File: src/rtl/dp_pkg.sv
// Shared definitions for the dot-product feeder.
// Holds the default geometry of the DotProductSt engine, the feeder FSM
// state encoding and a small helper for sizing counters.
package dp_pkg;

    localparam int DP_PIXEL_N        = 10;
    localparam int DP_PIXEL_SIZE     = 10;
    localparam int DP_WEIGHT_SIZE    = 19;
    localparam int DP_VAL_SIZE       = 26;
    localparam int DP_PARALLEL       = 1;
    localparam int DP_RESULT_LATENCY = 8;
    localparam int DP_ADDR_W         = 4;

    typedef enum logic [2:0] {
        IDLE   = 3'd0,
        CLEAR  = 3'd1,
        STREAM = 3'd2,
        DRAIN  = 3'd3,
        DONE   = 3'd4
    } dp_state_e;

    // Bits needed to hold values 0..n-1, never less than one bit.
    function automatic int dp_cnt_w(input int n);
        return (n <= 2) ? 1 : $clog2(n);
    endfunction

endpackage

File: src/rtl/dot_product_feeder_if.sv
// Load port of the dot-product feeder: one pixel/weight pair per cycle.
//   load_en     : write the pair this cycle
//   load_addr   : element index
//   load_pixel  : pixel data
//   load_weight : weight data (opaque fixed-point)
// master drives the port (memory side), slave is the feeder.
interface dot_product_feeder_if #(
    parameter int ADDR_W      = dp_pkg::DP_ADDR_W,
    parameter int PIXEL_SIZE  = dp_pkg::DP_PIXEL_SIZE,
    parameter int WEIGHT_SIZE = dp_pkg::DP_WEIGHT_SIZE
);
    logic                   load_en;
    logic [ADDR_W-1:0]      load_addr;
    logic [PIXEL_SIZE-1:0]  load_pixel;
    logic [WEIGHT_SIZE-1:0] load_weight;

    modport master (
        output load_en,
        output load_addr,
        output load_pixel,
        output load_weight
    );

    modport slave (
        input load_en,
        input load_addr,
        input load_pixel,
        input load_weight
    );
endinterface

File: src/rtl/dp_feed_buffer.sv
// Pixel and weight register file for one dot-product vector.
// Ports:
//   clk, rst              : clock, synchronous active-high reset (clears all)
//   wr_en/wr_addr         : write one element; addresses >= PIXEL_N are dropped
//   wr_pixel/wr_weight    : write data
//   rd_beat               : beat index; lane j reads element rd_beat*PARALLEL+j
//   rd_pixels/rd_weights  : PARALLEL lanes packed lane 0 at the LSBs
module dp_feed_buffer
    import dp_pkg::*;
#(
    parameter int PIXEL_N     = DP_PIXEL_N,
    parameter int PIXEL_SIZE  = DP_PIXEL_SIZE,
    parameter int WEIGHT_SIZE = DP_WEIGHT_SIZE,
    parameter int PARALLEL    = DP_PARALLEL,
    parameter int ADDR_W      = DP_ADDR_W,
    parameter int BEAT_W      = 4
) (
    input  logic                            clk,
    input  logic                            rst,
    input  logic                            wr_en,
    input  logic [ADDR_W-1:0]               wr_addr,
    input  logic [PIXEL_SIZE-1:0]           wr_pixel,
    input  logic [WEIGHT_SIZE-1:0]          wr_weight,
    input  logic [BEAT_W-1:0]               rd_beat,
    output logic [PARALLEL*PIXEL_SIZE-1:0]  rd_pixels,
    output logic [PARALLEL*WEIGHT_SIZE-1:0] rd_weights
);

    localparam int BEATS = PIXEL_N / PARALLEL;

    logic [PIXEL_SIZE-1:0]  pix_q [PIXEL_N];
    logic [PIXEL_SIZE-1:0]  pix_d [PIXEL_N];
    logic [WEIGHT_SIZE-1:0] wgt_q [PIXEL_N];
    logic [WEIGHT_SIZE-1:0] wgt_d [PIXEL_N];

    // Address compare per entry: out-of-range addresses simply match nothing.
    always_comb begin
        pix_d = pix_q;
        wgt_d = wgt_q;
        for (int i = 0; i < PIXEL_N; i++) begin
            if (wr_en && (wr_addr == ADDR_W'(i))) begin
                pix_d[i] = wr_pixel;
                wgt_d[i] = wr_weight;
            end
        end
    end

    always_comb begin
        rd_pixels  = '0;
        rd_weights = '0;
        for (int b = 0; b < BEATS; b++) begin
            if (rd_beat == BEAT_W'(b)) begin
                for (int j = 0; j < PARALLEL; j++) begin
                    rd_pixels[j*PIXEL_SIZE +: PIXEL_SIZE]    = pix_q[b*PARALLEL + j];
                    rd_weights[j*WEIGHT_SIZE +: WEIGHT_SIZE] = wgt_q[b*PARALLEL + j];
                end
            end
        end
    end

    always_ff @(posedge clk) begin
        if (rst) begin
            for (int i = 0; i < PIXEL_N; i++) begin
                pix_q[i] <= '0;
                wgt_q[i] <= '0;
            end
        end else begin
            pix_q <= pix_d;
            wgt_q <= wgt_d;
        end
    end

endmodule

File: src/rtl/dot_product_feeder.sv
// Source-side sequencer for one DotProductSt engine.
// Buffers a vector of pixels/weights, then on start clears the engine,
// streams PARALLEL lanes per beat, waits out the engine pipeline and
// captures the engine value as a registered result with a valid pulse.
// Ports:
//   clk, GlobalReset      : clock, synchronous active-high reset
//   load_bus (slave)      : pixel/weight write port, honoured only in IDLE
//   start                 : begin one dot product (ignored unless IDLE)
//   busy                  : high in CLEAR, STREAM and DRAIN
//   dp_clear              : reset pulse to the engine
//   Pixels/Weights        : engine operands, lane j at slice j
//   value_in              : engine result
//   result/result_valid   : captured dot product and its one-cycle strobe
//
// state  | meaning
// IDLE   | accepting loads and start
// CLEAR  | one cycle of dp_clear, operands zero
// STREAM | BEATS cycles of operands from the buffer
// DRAIN  | RESULT_LATENCY cycles of zero operands while the engine settles
// DONE   | capture value_in, pulse result_valid
module dot_product_feeder
    import dp_pkg::*;
#(
    parameter int PIXEL_N        = DP_PIXEL_N,
    parameter int PIXEL_SIZE     = DP_PIXEL_SIZE,
    parameter int WEIGHT_SIZE    = DP_WEIGHT_SIZE,
    parameter int PARALLEL       = DP_PARALLEL,
    parameter int VAL_SIZE       = DP_VAL_SIZE,
    parameter int RESULT_LATENCY = DP_RESULT_LATENCY,
    parameter int ADDR_W         = DP_ADDR_W
) (
    input  logic                            clk,
    input  logic                            GlobalReset,
    dot_product_feeder_if.slave             load_bus,
    input  logic                            start,
    output logic                            busy,
    output logic                            dp_clear,
    output logic [PARALLEL*PIXEL_SIZE-1:0]  Pixels,
    output logic [PARALLEL*WEIGHT_SIZE-1:0] Weights,
    input  logic [VAL_SIZE-1:0]             value_in,
    output logic [VAL_SIZE-1:0]             result,
    output logic                            result_valid
);

    localparam int BEATS   = PIXEL_N / PARALLEL;
    localparam int BEAT_W  = dp_cnt_w(BEATS);
    localparam int DRAIN_W = dp_cnt_w(RESULT_LATENCY + 1);

    localparam logic [BEAT_W-1:0]  LAST_BEAT  = BEAT_W'(BEATS - 1);
    localparam logic [DRAIN_W-1:0] DRAIN_LOAD =
        (RESULT_LATENCY > 0) ? DRAIN_W'(RESULT_LATENCY - 1) : '0;

    if (PIXEL_N % PARALLEL != 0) begin : g_bad_parallel
        $error("dot_product_feeder: PIXEL_N must be a multiple of PARALLEL");
    end
    if ((1 << ADDR_W) < PIXEL_N) begin : g_bad_addr_w
        $error("dot_product_feeder: ADDR_W too narrow for PIXEL_N");
    end

    dp_state_e                      state_q, state_d;
    logic [BEAT_W-1:0]              beat_q, beat_d;
    logic [DRAIN_W-1:0]             drain_q, drain_d;
    logic                           busy_q, busy_d;
    logic                           dp_clear_q, dp_clear_d;
    logic [PARALLEL*PIXEL_SIZE-1:0]  pixels_q, pixels_d;
    logic [PARALLEL*WEIGHT_SIZE-1:0] weights_q, weights_d;
    logic [VAL_SIZE-1:0]            result_q, result_d;
    logic                           result_valid_q, result_valid_d;

    logic                            buf_wr_en;
    logic [PARALLEL*PIXEL_SIZE-1:0]  buf_pixels;
    logic [PARALLEL*WEIGHT_SIZE-1:0] buf_weights;

    assign buf_wr_en = load_bus.load_en && (state_q == IDLE);

    // Read at the next beat index so the registered operands line up with
    // the beat the FSM is entering.
    dp_feed_buffer #(
        .PIXEL_N     (PIXEL_N),
        .PIXEL_SIZE  (PIXEL_SIZE),
        .WEIGHT_SIZE (WEIGHT_SIZE),
        .PARALLEL    (PARALLEL),
        .ADDR_W      (ADDR_W),
        .BEAT_W      (BEAT_W)
    ) u_buffer (
        .clk        (clk),
        .rst        (GlobalReset),
        .wr_en      (buf_wr_en),
        .wr_addr    (load_bus.load_addr),
        .wr_pixel   (load_bus.load_pixel),
        .wr_weight  (load_bus.load_weight),
        .rd_beat    (beat_d),
        .rd_pixels  (buf_pixels),
        .rd_weights (buf_weights)
    );

    always_comb begin
        state_d = state_q;
        beat_d  = beat_q;
        drain_d = drain_q;
        case (state_q)
            IDLE: begin
                if (start) begin
                    state_d = CLEAR;
                    beat_d  = '0;
                end
            end
            CLEAR: begin
                state_d = STREAM;
                beat_d  = '0;
            end
            STREAM: begin
                if (beat_q == LAST_BEAT) begin
                    drain_d = DRAIN_LOAD;
                    state_d = (RESULT_LATENCY == 0) ? DONE : DRAIN;
                end else begin
                    beat_d = beat_q + 1'b1;
                end
            end
            DRAIN: begin
                if (drain_q == '0) begin
                    state_d = DONE;
                end else begin
                    drain_d = drain_q - 1'b1;
                end
            end
            DONE: begin
                state_d = IDLE;
                beat_d  = '0;
            end
            default: begin
                state_d = IDLE;
                beat_d  = '0;
                drain_d = '0;
            end
        endcase

        // Outputs are decoded from the next state so they register in step
        // with the state they belong to.
        busy_d         = (state_d == CLEAR) || (state_d == STREAM) || (state_d == DRAIN);
        dp_clear_d     = (state_d == CLEAR);
        pixels_d       = (state_d == STREAM) ? buf_pixels  : '0;
        weights_d      = (state_d == STREAM) ? buf_weights : '0;
        result_valid_d = (state_d == DONE);
        result_d       = (state_d == DONE) ? value_in : result_q;
    end

    always_ff @(posedge clk) begin
        if (GlobalReset) begin
            state_q        <= IDLE;
            beat_q         <= '0;
            drain_q        <= '0;
            busy_q         <= 1'b0;
            dp_clear_q     <= 1'b0;
            pixels_q       <= '0;
            weights_q      <= '0;
            result_q       <= '0;
            result_valid_q <= 1'b0;
        end else begin
            state_q        <= state_d;
            beat_q         <= beat_d;
            drain_q        <= drain_d;
            busy_q         <= busy_d;
            dp_clear_q     <= dp_clear_d;
            pixels_q       <= pixels_d;
            weights_q      <= weights_d;
            result_q       <= result_d;
            result_valid_q <= result_valid_d;
        end
    end

    assign busy         = busy_q;
    assign dp_clear     = dp_clear_q;
    assign Pixels       = pixels_q;
    assign Weights      = weights_q;
    assign result       = result_q;
    assign result_valid = result_valid_q;

endmodule

File: src/flat_wrapper.sv
// flat-port wrapper written by rule: the top's interface ports become plain ports
module dot_product_feeder_flat import dp_pkg::*;
#(
    parameter int PIXEL_N        = DP_PIXEL_N,
    parameter int PIXEL_SIZE     = DP_PIXEL_SIZE,
    parameter int WEIGHT_SIZE    = DP_WEIGHT_SIZE,
    parameter int PARALLEL       = DP_PARALLEL,
    parameter int VAL_SIZE       = DP_VAL_SIZE,
    parameter int RESULT_LATENCY = DP_RESULT_LATENCY,
    parameter int ADDR_W         = DP_ADDR_W
)
  (clk, GlobalReset, start, busy, dp_clear, Pixels, Weights, value_in, result, result_valid, load_bus_load_en, load_bus_load_addr, load_bus_load_pixel, load_bus_load_weight);
  dot_product_feeder_if #(.ADDR_W(ADDR_W), .PIXEL_SIZE(PIXEL_SIZE), .WEIGHT_SIZE(WEIGHT_SIZE)) load_bus_i ();
  input  logic clk;
  input  logic GlobalReset;
  input  logic start;
  output logic busy;
  output logic dp_clear;
  output logic [PARALLEL*PIXEL_SIZE-1:0] Pixels;
  output logic [PARALLEL*WEIGHT_SIZE-1:0] Weights;
  input  logic [VAL_SIZE-1:0] value_in;
  output logic [VAL_SIZE-1:0] result;
  output logic result_valid;
  input wire logic [$bits(load_bus_i.load_en)-1:0] load_bus_load_en;
  input wire logic [$bits(load_bus_i.load_addr)-1:0] load_bus_load_addr;
  input wire logic [$bits(load_bus_i.load_pixel)-1:0] load_bus_load_pixel;
  input wire logic [$bits(load_bus_i.load_weight)-1:0] load_bus_load_weight;
  assign load_bus_i.load_en = load_bus_load_en;
  assign load_bus_i.load_addr = load_bus_load_addr;
  assign load_bus_i.load_pixel = load_bus_load_pixel;
  assign load_bus_i.load_weight = load_bus_load_weight;
  dot_product_feeder #(.PIXEL_N(PIXEL_N), .PIXEL_SIZE(PIXEL_SIZE), .WEIGHT_SIZE(WEIGHT_SIZE), .PARALLEL(PARALLEL), .VAL_SIZE(VAL_SIZE), .RESULT_LATENCY(RESULT_LATENCY), .ADDR_W(ADDR_W)) u_core (.clk(clk), .GlobalReset(GlobalReset), .load_bus(load_bus_i), .start(start), .busy(busy), .dp_clear(dp_clear), .Pixels(Pixels), .Weights(Weights), .value_in(value_in), .result(result), .result_valid(result_valid));
endmodule
File: config.mk
export PLATFORM = sky130hd
export DESIGN_NAME = dot_product_feeder_flat
export DESIGN_NICKNAME = d
export VERILOG_FILES = /design/src/rtl/dp_pkg.sv /design/src/rtl/dot_product_feeder_if.sv /design/src/rtl/dp_feed_buffer.sv /design/src/rtl/dot_product_feeder.sv /design/src/flat_wrapper.sv
export SDC_FILE = /design/constraint.sdc
export NUM_CORES = 1
export LEC_CHECK = 0
export ABC_CLOCK_PERIOD_IN_PS = 2500
export CORE_MARGIN = 5
export CORE_UTILIZATION = 40
export CTS_CLUSTER_SIZE = 12
export DETAILED_ROUTE_END_ITERATION = 10
export PLACE_DENSITY = 0.65
export SYNTH_ARGS = -nofsm -noshare
export SYNTH_HDL_FRONTEND = slang
export SYNTH_SLANG_ARGS = --single-unit
export TNS_END_PERCENT = 5
File: constraint.sdc
create_clock -name clk -period 2.5 [get_ports clk]
set_input_delay 0.375 -clock clk [delete_from_list [all_inputs] [get_ports clk]]
set_output_delay 0.375 -clock clk [all_outputs]
set_load 0.05 [all_outputs]
# [Yosys cells after proc, flatten, opt, wreduce, memory -nomap -nowiden]
# Cells that the tools add are included.
[word_totals] latchBits=0 n_memories=0 reg_bits=359 rom_bits=0 input_bits=63 ramBits=0 output_inout_bits=58
[classes] n_reduce_logical=20 n_lt_le_gt_ge=0 n_shift=0 mul=0 n_div=0 n_eq_ne=29 mux=30 add_sub_neg=2 bitwise_logic=2
[ops] cell="$mux W19" count=10
[ops] cell="$mux W10" count=10
[ops] cell="$eq A4 B3 Y1 const B" count=8
[ops] cell="$pmux W4 S3" count=2
[ops] cell="$eq A4 B4 Y1 const B" count=5
[ops] cell="$eq A4 B2 Y1 const B" count=4
[ops] cell="$mux W4" count=4
[ops] cell="$eq A3 B2 Y1 const B" count=4
[ops] cell="$logic_not A4 Y1" count=3
[ops] cell="$pmux W3 S4" count=1
[ops] cell="$logic_and A1 B1 Y1" count=11
[ops] cell="$mux W3" count=3
[ops] cell="$eq A4 B1 Y1 const B" count=2
[ops] cell="$eq A3 B1 Y1 const B" count=2
[ops] cell="$eq A3 B3 Y1 const B" count=2
[ops] cell="$add A4 B1 Y4 const B" count=1
[ops] cell="$sub A4 B1 Y4 const B" count=1
[ops] cell="$logic_not A3 Y1" count=1
[ops] cell="$reduce_and A3 Y1" count=1
[ops] cell="$reduce_or A3 Y1" count=1
[ops] cell="$logic_or A1 B1 Y1" count=2
[ops] cell="$ne A2 B1 Y1 const B" count=1
[ops] cell="$ne A2 B2 Y1 const B" count=1
[ops] cell="$not A1 Y1" count=2
[ops] cell="$reduce_or A2 Y1" count=1

# [Logic depth before layout (Yosys ltp)]
# Gate-level depths: netlist of the first run.
[logic_depth] depth_word=14 depth_mapped=14

# [Cells and area by module]
# From an unflattened synthesis of the first run, not the netlist that was laid out.
[unflattened] cells_unflattened=1960 area_unflattened_um2=15255.9
[modules_own_cells] module="dp_feed_buffer" n_inst=1 cells_each=1687 seq_area_each_um2=5805.6 area_per_inst_um2=12774.8
[modules_own_cells] module="dot_product_feeder" n_inst=1 cells_each=273 seq_area_each_um2=1381.3 area_per_inst_um2=2481.1

# [Worst setup path after synthesis of the first run]
# OpenSTA, ideal clock, no wires.
[synth_path] path_type="register to register" from="register u_core.beat_q[0]" to="register u_core.weights_q[5], in the netlist u_core.Weights[5]" n_path_buf=2 required_ns=2.366 path_stages_with_launch=11 period_less_slack_ns=2.699 path_slack_ns=-0.199 arrival_ns=2.565 cell_sequence="dfxtp_1 ha_1 and3b_1 clkbuf_1 mux2_1 a21oi_1 buf_4 mux2_2 a221oi_1 a2bb2oi_1 a31oi_1"
[synth_via] elab_chain_len=14 word_cells_on_any_way=30 classes_between="add/sub: 1; eq/ne: 11; mux: 15; bitwise: 1; reduce/logical: 2"
[synth_rtl] item="start, declared" line_no="dot_product_feeder.sv:61" source="logic [BEAT_W-1:0] beat_q, beat_d;"
[synth_rtl] item="start signal, assigned" line_no="dot_product_feeder.sv:161" source="beat_q <= beat_d;"
[synth_rtl] item="$add A4 B1 Y4 or $eq A4 B4 Y1 (tied branches)" line_no="dot_product_feeder.sv:117, dot_product_feeder.sv:113"
[synth_rtl] item="$mux W4" line_no="dot_product_feeder.sv:113" source="if (beat_q == LAST_BEAT) begin"
[synth_rtl] item="$pmux W4 S3" line_no="dot_product_feeder.sv:101" source="case (state_q)"
[synth_rtl] item="$logic_not A4 Y1" line_no="dp_feed_buffer.sv:52" source="if (rd_beat == BEAT_W'(b)) begin"
[synth_rtl] item="$mux W19 (10 in a row)" line_no="dp_feed_buffer.sv:52"
[synth_rtl] item="end signal, assigned" line_no="dot_product_feeder.sv:166" source="weights_q <= weights_d;"
[synth_rtl] item="end, declared" line_no="dot_product_feeder.sv:66" source="logic [PARALLEL*WEIGHT_SIZE-1:0] weights_q, weights_d;"
# Several ways; a longest one is shown, not always the timed one.
# A chain may end at the register's enable or synchronous reset.

# [Final worst setup path of the first run]
[layout_path] from="register u_core.state_q[0]" to="register u_core.weights_q[18], in the netlist u_core.Weights[18]"
[layout_via] elab_chain_len=13 word_cells_on_any_way=32 classes_between="eq/ne: 13; mux: 15; bitwise: 1; reduce/logical: 3"
[layout_rtl] item="start, declared" line_no="dot_product_feeder.sv:60" source="dp_state_e state_q, state_d;"
[layout_rtl] item="start signal, assigned" line_no="dot_product_feeder.sv:160" source="state_q <= state_d;"
[layout_rtl] item="$eq A3 B2 Y1 or $logic_not A3 Y1 (tied branches)" line_no="dot_product_feeder.sv:101"
[layout_rtl] item="$pmux W4 S3" line_no="dot_product_feeder.sv:101"
[layout_rtl] item="$logic_not A4 Y1" line_no="dp_feed_buffer.sv:52"
[layout_rtl] item="$mux W19 (10 in a row)" line_no="dp_feed_buffer.sv:52"
# Several ways; a longest one is shown, not always the timed one.

==> results of run 1 <==
stage by stage:
| step | cell area (um^2) | setup slack [ns] | power (uW) | cells |
|---|---|---|---|---|
| 2_1_floorplan | 15210 | -0.06111 | 6472 | 2008 |
| 3_3_place_gp | 17550 | -0.4519 | 6856 | 2587 |
| 3_5_place_dp | 17550 | -0.4644 | 6874 | 2587 |
| 4_1_cts | 19320 | -0.02875 | 12720 | 2674 |
| 5_1_grt | 19580 | -0.1489 | 13080 | 2678 |
| 6_report | 19580 | -0.02865 | 12700 | 2678 |
state kept, by name, indices dropped and copies added, names as in the netlist:
name                   cells
u_core.Pixels             10
u_core.Weights            19
u_core.beat_q              4
u_core.busy                1
u_core.dp_clear            1
u_core.drain_q             4
u_core.result             26
u_core.result_valid        1
u_core.state_q             3
u_core.u_buffer.pix_q    100
u_core.u_buffer.wgt_q    190
cell families (layout without fill, tap and decap cells):
logic type	count (synthesis)	count (layout)	synth area share [%]
adder cells (fa/ha/maj)	4	4	0.3294
AND/OR/NAND/NOR	884	884	23.49
multiplexers	48	48	4.249
AO/OA/AOI/OAI	521	521	19.38
buffers and inverters	192	351	5.245
flip-flops	359	359	47.30
area by class of cell:
type / instances / share of cell area (%)
multi-input cells: 1457 / 38.73
flip-flops and latches: 359 / 36.76
repair buffers: 276 / 14.50
clock buffers: 63 / 6.223
well taps: 511 / 3.265
clock inverters: 6 / 0.4089
inverters: 6 / 0.1150
metal layers:
layer	share of wire [%]	wire length, um	vias to the layer above	global-route usage, %
met5	0	0	-	0
met4	3.0	1610	0	8.589
met3	7.4	3945	102	3.720
met2	47	25380	614	41.07
met1	42	22610	7071	33.22
li1	-	-	7017	-
power groups by stage:
| stage | logic [uW] | clock network (uW) | registers [uW] |
|---|---|---|---|
| after global routing | 1080 | 6160 | 5840 |
| after CTS | 966 | 5920 | 5830 |
| after global placement | 903 | 0 | 5950 |
| final | 1010 | 5850 | 5830 |
| after floorplan | 488 | 0 | 5980 |
| after detailed placement | 918 | 0 | 5960 |
how the worst min path moves through the flow:
stage               depth (start not counted)  slack, ns                                    start                                 endpoint
finish                                      2       0.17                              GlobalReset           u_core.result_valid$_SDFF_PP0_
global route                                2       0.17                              GlobalReset           u_core.drain_q[0]$_SDFFE_PP0P_
CTS                                         2       0.15                              GlobalReset           u_core.result_valid$_SDFF_PP0_
detailed placement                          2       0.45   u_core.u_buffer.pix_q[42]$_SDFFE_PP0P_   u_core.u_buffer.pix_q[42]$_SDFFE_PP0P_
global placement                            2       0.44  u_core.u_buffer.wgt_q[156]$_SDFFE_PP0P_  u_core.u_buffer.wgt_q[156]$_SDFFE_PP0P_
floorplan                                   2       0.43  u_core.u_buffer.wgt_q[156]$_SDFFE_PP0P_  u_core.u_buffer.wgt_q[156]$_SDFFE_PP0P_
timing repair:
action,in CTS,in global routing
setup buffers,15,5
hold buffers,0,0
endpoints found under the hold margin,0,0
endpoints found under the setup margin,34,66
pin swaps,17,15
cloned,3,0
gates resized for setup,57,53
cell usage after synthesis (6+ instances only):
cell type / number / area, um^2
nand2_1: 694 / 2605
clkbuf_1: 147 / 551.8
buf_1: 12 / 45.04
a211oi_1: 14 / 105.1
o22ai_1: 7 / 43.79
o2bb2ai_1: 8 / 70.07
mux4_2: 11 / 247.7
dfxtp_1: 359 / 7187
a221oi_1: 21 / 183.9
and2_1: 10 / 62.56
a21oi_1: 368 / 1842
mux2i_1: 27 / 270.3
nor3b_1: 6 / 45.04
buf_4: 6 / 45.04
mux2_2: 8 / 90.09
o221ai_1: 19 / 166.4
inv_1: 6 / 22.52
and3_1: 13 / 81.33
nand3_1: 40 / 200.2
a31oi_1: 8 / 50.05
nor2_1: 79 / 296.5
buf_2: 18 / 90.09
nor3_1: 9 / 45.04
o21ai_0: 49 / 245.2
==> metrics.txt, run 1 <==
outcome complete, but fails checks; violated checks setup timing; router iterations before antenna repair 6; post-route ant nets 0; Yosys reg bits 359; Worst Skew 0.01879 ns; Util after Layout between 50% and 60%; final setup fails 4; synth warn 0; Multi-input gate area 0.007585 mm^2; FP Rows 71; H-tree depth 2; headroom to the max-slew limit 12.17%; Setup WS post-layout -0.02865 ns; Hold WC Path Type in -> reg; CP peak stage delay 0.42 ns; Starting Density between 40% and 50%; critical path class reg -> reg; Mapped Area between 0.015 and 0.02 mm^2; RSZ-0062 raised after global routing true; IO Pins 121; CTS Sinks 359; clock power share 46.1%; initial antenna violation count 0; Setup TNS -0.07043 ns; leakage between 0.006 and 0.007 uW; Clock Tree Root clkbuf_16; CP Launch Type flip-flop; most used cell, CP buf_4; Seq/Total Area, Yosys a little under half; Nets 2207; measured slew at the worst slew-check pin around 1.3 ns; Syn Area/Cell 7.567 um^2; sequential power share between 40% and 50%; Mapped Nets just over 2000; flop2flop setup slack -0.03 ns; Syn Inst Count around 2000; Area Growth Syn to Fin 28.89%; Worst Path Required 2.93 ns; Max Clock Freq between 0.3 and 0.4 GHz; Worst-Skew Late Latency 0.54 ns; Total Die Area 0.04198 mm^2; first-pass GRT wire length 82.31 mm; Final Hold Viols 0; CP max FO 11; Final Cycle Share 101.1%; most common cell after layout, fill and taps aside nand2_1; CP bufs+invs 4; Remaining Overflow, GRT 0; core area 0.03758 mm^2; Critical Path AT 2.95 ns; Fill cells between 3000 and 4000; Top Family by Delay on Critical Path simple AND/OR/NAND/NOR gates; vias in the first global route 14140; post-layout min period 2.529 ns; number of port buffers 120; DR WL/cell roughly 20 um; Synth cell types 57; crit path from u_core.state_q[0]$_SDFF_PP0_; max_cap viols 0; IR drop worst, VDD 0.0004465 V; cell internal pwr 9709 uW; worst r2r dst u_core.Weights[18]$_SDFF_PP0_; DIE HEIGHT about 200 um; number of enable flip-flop cells after synthesis 0; Register-to-Register Path Depth 11; commonest non-fill, non-tap cells in the layout nand2_1, a21oi_1, dfxtp_1; vias 14800; Post-synth ARST share 0%; GPL Wtd Cong 0.8724; CP Capture Type flip-flop; max-slew violations 0; ratio of cells with drive above 1 in the final layout 14.07%; CP endpoint u_core.Weights[18]$_SDFF_PP0_; CTS tree yes; Sw Share 23.55%; Clock Tree Buf Depth 3; sequential cell area 0.007198 mm^2; hold slack 0.1713 ns; final wirelength ~54 mm; # DRC 0; NetSw 2991 uW; power share of the combinational group approximately 8%; DP HPWL 33.27 mm; CP max stage cell or3_4; largest net degree at the start of global routing 240; ANT cells 0; Die W between 200 and 250 um; Power Dens Cells 648.5 mW/mm^2; cells along the critical path or3_4, a21oi_2, buf_4, a21oi_4, buf_4, bufbuf_16, buf_4, nand2_1, nand3_1, and3_1, o31a_1; Crit path depth 11; CTS Buf Count 40; reg2reg start u_core.state_q[0]$_SDFF_PP0_; Clock transition at path regs 0.06 ns; Top FF cell, synth dfxtp_1; vias per cell between 5 and 6; All-Layer GR Usage 24.80%; initial drt markers about 1700
No activity file was read; power rests on OpenSTA's default activity.
==> inputs of run 2 (changes only) <==
HOLD_SLACK_MARGIN = 0.15   (was unset)
==> run 2 against run 1 <==
Against the previous run: the flow still finishes with violations (setup timing); first-iteration DRC count increased by 0.29%; worst setup slack improved by 0.00088 ns; sequential power about the same; hold slack improved by 0.22 ns; clock power about the same; global-route usage about the same; wire length about the same; cell count about the same; core utilization about the same; non-clock buffer count increased by 1; critical path type unchanged; largest cell class unchanged.
==> metrics.txt, run 2 (synthesis results as in run 1) <==
CTS tree yes; final setup fails 4; Post-DP Area around 0.018 mm^2; Total Die Area 0.04198 mm^2; initial antenna violation count 0; largest net degree at the start of global routing between 200 and 250; Remaining Overflow, GRT 0; Power Dens Cells 648.0 mW/mm^2; Clock Tree Root clkbuf_16; hold slack 0.3923 ns; ratio of cells with drive above 1 in the final layout 14.07%; Setup TNS -0.06505 ns; Setup WS post-layout -0.02777 ns; Worst-Skew Late Latency around 0.53 ns; IO Pins approximately 120; first-pass GRT wire length 82.34 mm; post-route ant nets 0; fin cells 2679; outcome complete, but fails checks; Final Cycle Share 101.1%; Hold WC Path Type in -> reg; final wirelength about 54 mm; CP Capture Type flip-flop; Critical Path AT 2.93 ns; core area 0.03758 mm^2; Die W just over 200 um; CTS Sinks 359; Fill cells about 3500; vias 14910; CP max FO 6; CTS Buf Count 40; Final Hold Viols 0; post-layout min period 2.528 ns; CP Launch Type flip-flop; placed instance count between 2000 and 3000; router iterations before antenna repair 6; commonest non-fill, non-tap cells in the layout nand2_1, a21oi_1, dfxtp_1; measured slew at the worst slew-check pin roughly 1.3 ns; Final Power 12700 uW; vias per cell 5.567; Clock transition at path regs 0.06 ns; Worst Path Required ~2.9 ns; Starting Density 40.44%; max_cap viols 0; Nets approximately 2200; initial drt markers 1734; All-Layer GR Usage roughly 25%; # DRC 0; most common cell after layout, fill and taps aside nand2_1; vias in the first global route 14150; Max Clock Freq around 0.4 GHz; critical path class reg -> reg; number of port buffers 120; H-tree depth 2; fin area 0.01959 mm^2; RSZ-0062 raised after global routing true; DP HPWL roughly 33 mm; Worst Skew 0.01803 ns; sequential cell area 0.007198 mm^2; max-slew violations 0; headroom to the max-slew limit a little over an eighth; Multi-input gate area ~0.0076 mm^2; DIE HEIGHT 204.9 um; DR WL/cell roughly 20 um; GPL Wtd Cong 0.8724; Area Growth Syn to Fin 28.95%; ANT cells 0; FP Rows 71; Largest Register u_core.u_buffer.wgt_q; violated checks setup timing; IR drop worst, VDD 0.0004452 V; Clock Tree Buf Depth 3; leakage between 0.006 and 0.007 uW; max FFs per register 190
==> run 2: cell types whose count changed in the layout (fill, tap and decap cells not counted) <==
cell / change
dlygate4sd3_1: +1
==> run 2: path summary, 6_finish.rpt <==
kind                            slack [ns]                        endpoint                      startpoint  cells after the start
worst min register to register        0.45  u_core.result[12]$_SDFFE_PP0P_  u_core.result[12]$_SDFFE_PP0P_                      2
worst max register to register       -0.03   u_core.Weights[14]$_SDFF_PP0_     u_core.beat_q[1]$_SDFF_PP0_                     12
worst min-delay path                  0.39  u_core.result[21]$_SDFFE_PP0P_                    value_in[21]                      3
worst max-delay path                 -0.03   u_core.Weights[14]$_SDFF_PP0_     u_core.beat_q[1]$_SDFF_PP0_                     12
==> run 2: area by class of cell <==
type,count,share of cell area [%]
Tap cell,511,3.263
Sequential cell,359,36.74
Inverter,6,0.1149
Multi-Input combinational cell,1457,38.71
Clock inverter,6,0.4087
Timing Repair Buffer,277,14.55
Clock buffer,63,6.220
==> run 2: report_power, final <==
group | total [uW] | leakage, uW | internal, uW | switching (uW)
logic | 1010 | 0.00315 | 390 | 624
clock network | 5850 | 0.000641 | 3530 | 2320
registers | 5830 | 0.00290 | 5790 | 44.9
total | 12700 | 0.00669 | 9710 | 2990
==> run 2: per-layer routing <==
| metal | GRT usage [%] | share of wire [%] |
|---|---|---|
| met5 | 0 | 0 |
| met4 | 8.589 | 3.3 |
| met3 | 3.720 | 7.2 |
| met2 | 41.09 | 47 |
| met1 | 33.22 | 42 |
==> run 2: repair_timing <==
item                                    in CTS  in global routing
endpoints found under the setup margin      34                 66
hold endpoints to repair                     1                  0
buffers inserted                            15                  5
hold buffers                                 1                  0
cloned                                       3                  0
pin swaps                                   17                 15
resized for setup                           57                 53
==> run 2: metrics by stage <==
stage	utilization [%]	setup slack, ns
3_3_place_gp	46.70	-0.4519
3_5_place_dp	46.70	-0.4644
2_1_floorplan	-	-0.06111
4_1_cts	51.43	-0.02875
6_report	52.14	-0.02777
5_1_grt	52.14	-0.1489
==> run 2: worst max-delay path, stage by stage (launching register included) <==
cell      delay [ns]
dfxtp_2         0.34
inv_2           0.04
ha_4            0.14
and3b_2         0.23
mux2_4          0.33
a21oi_4         0.22
buf_12          0.17
buf_12          0.15
buf_6           0.10
mux2i_1         0.19
mux2i_1         0.11
a221oi_1        0.29
a211oi_1        0.08
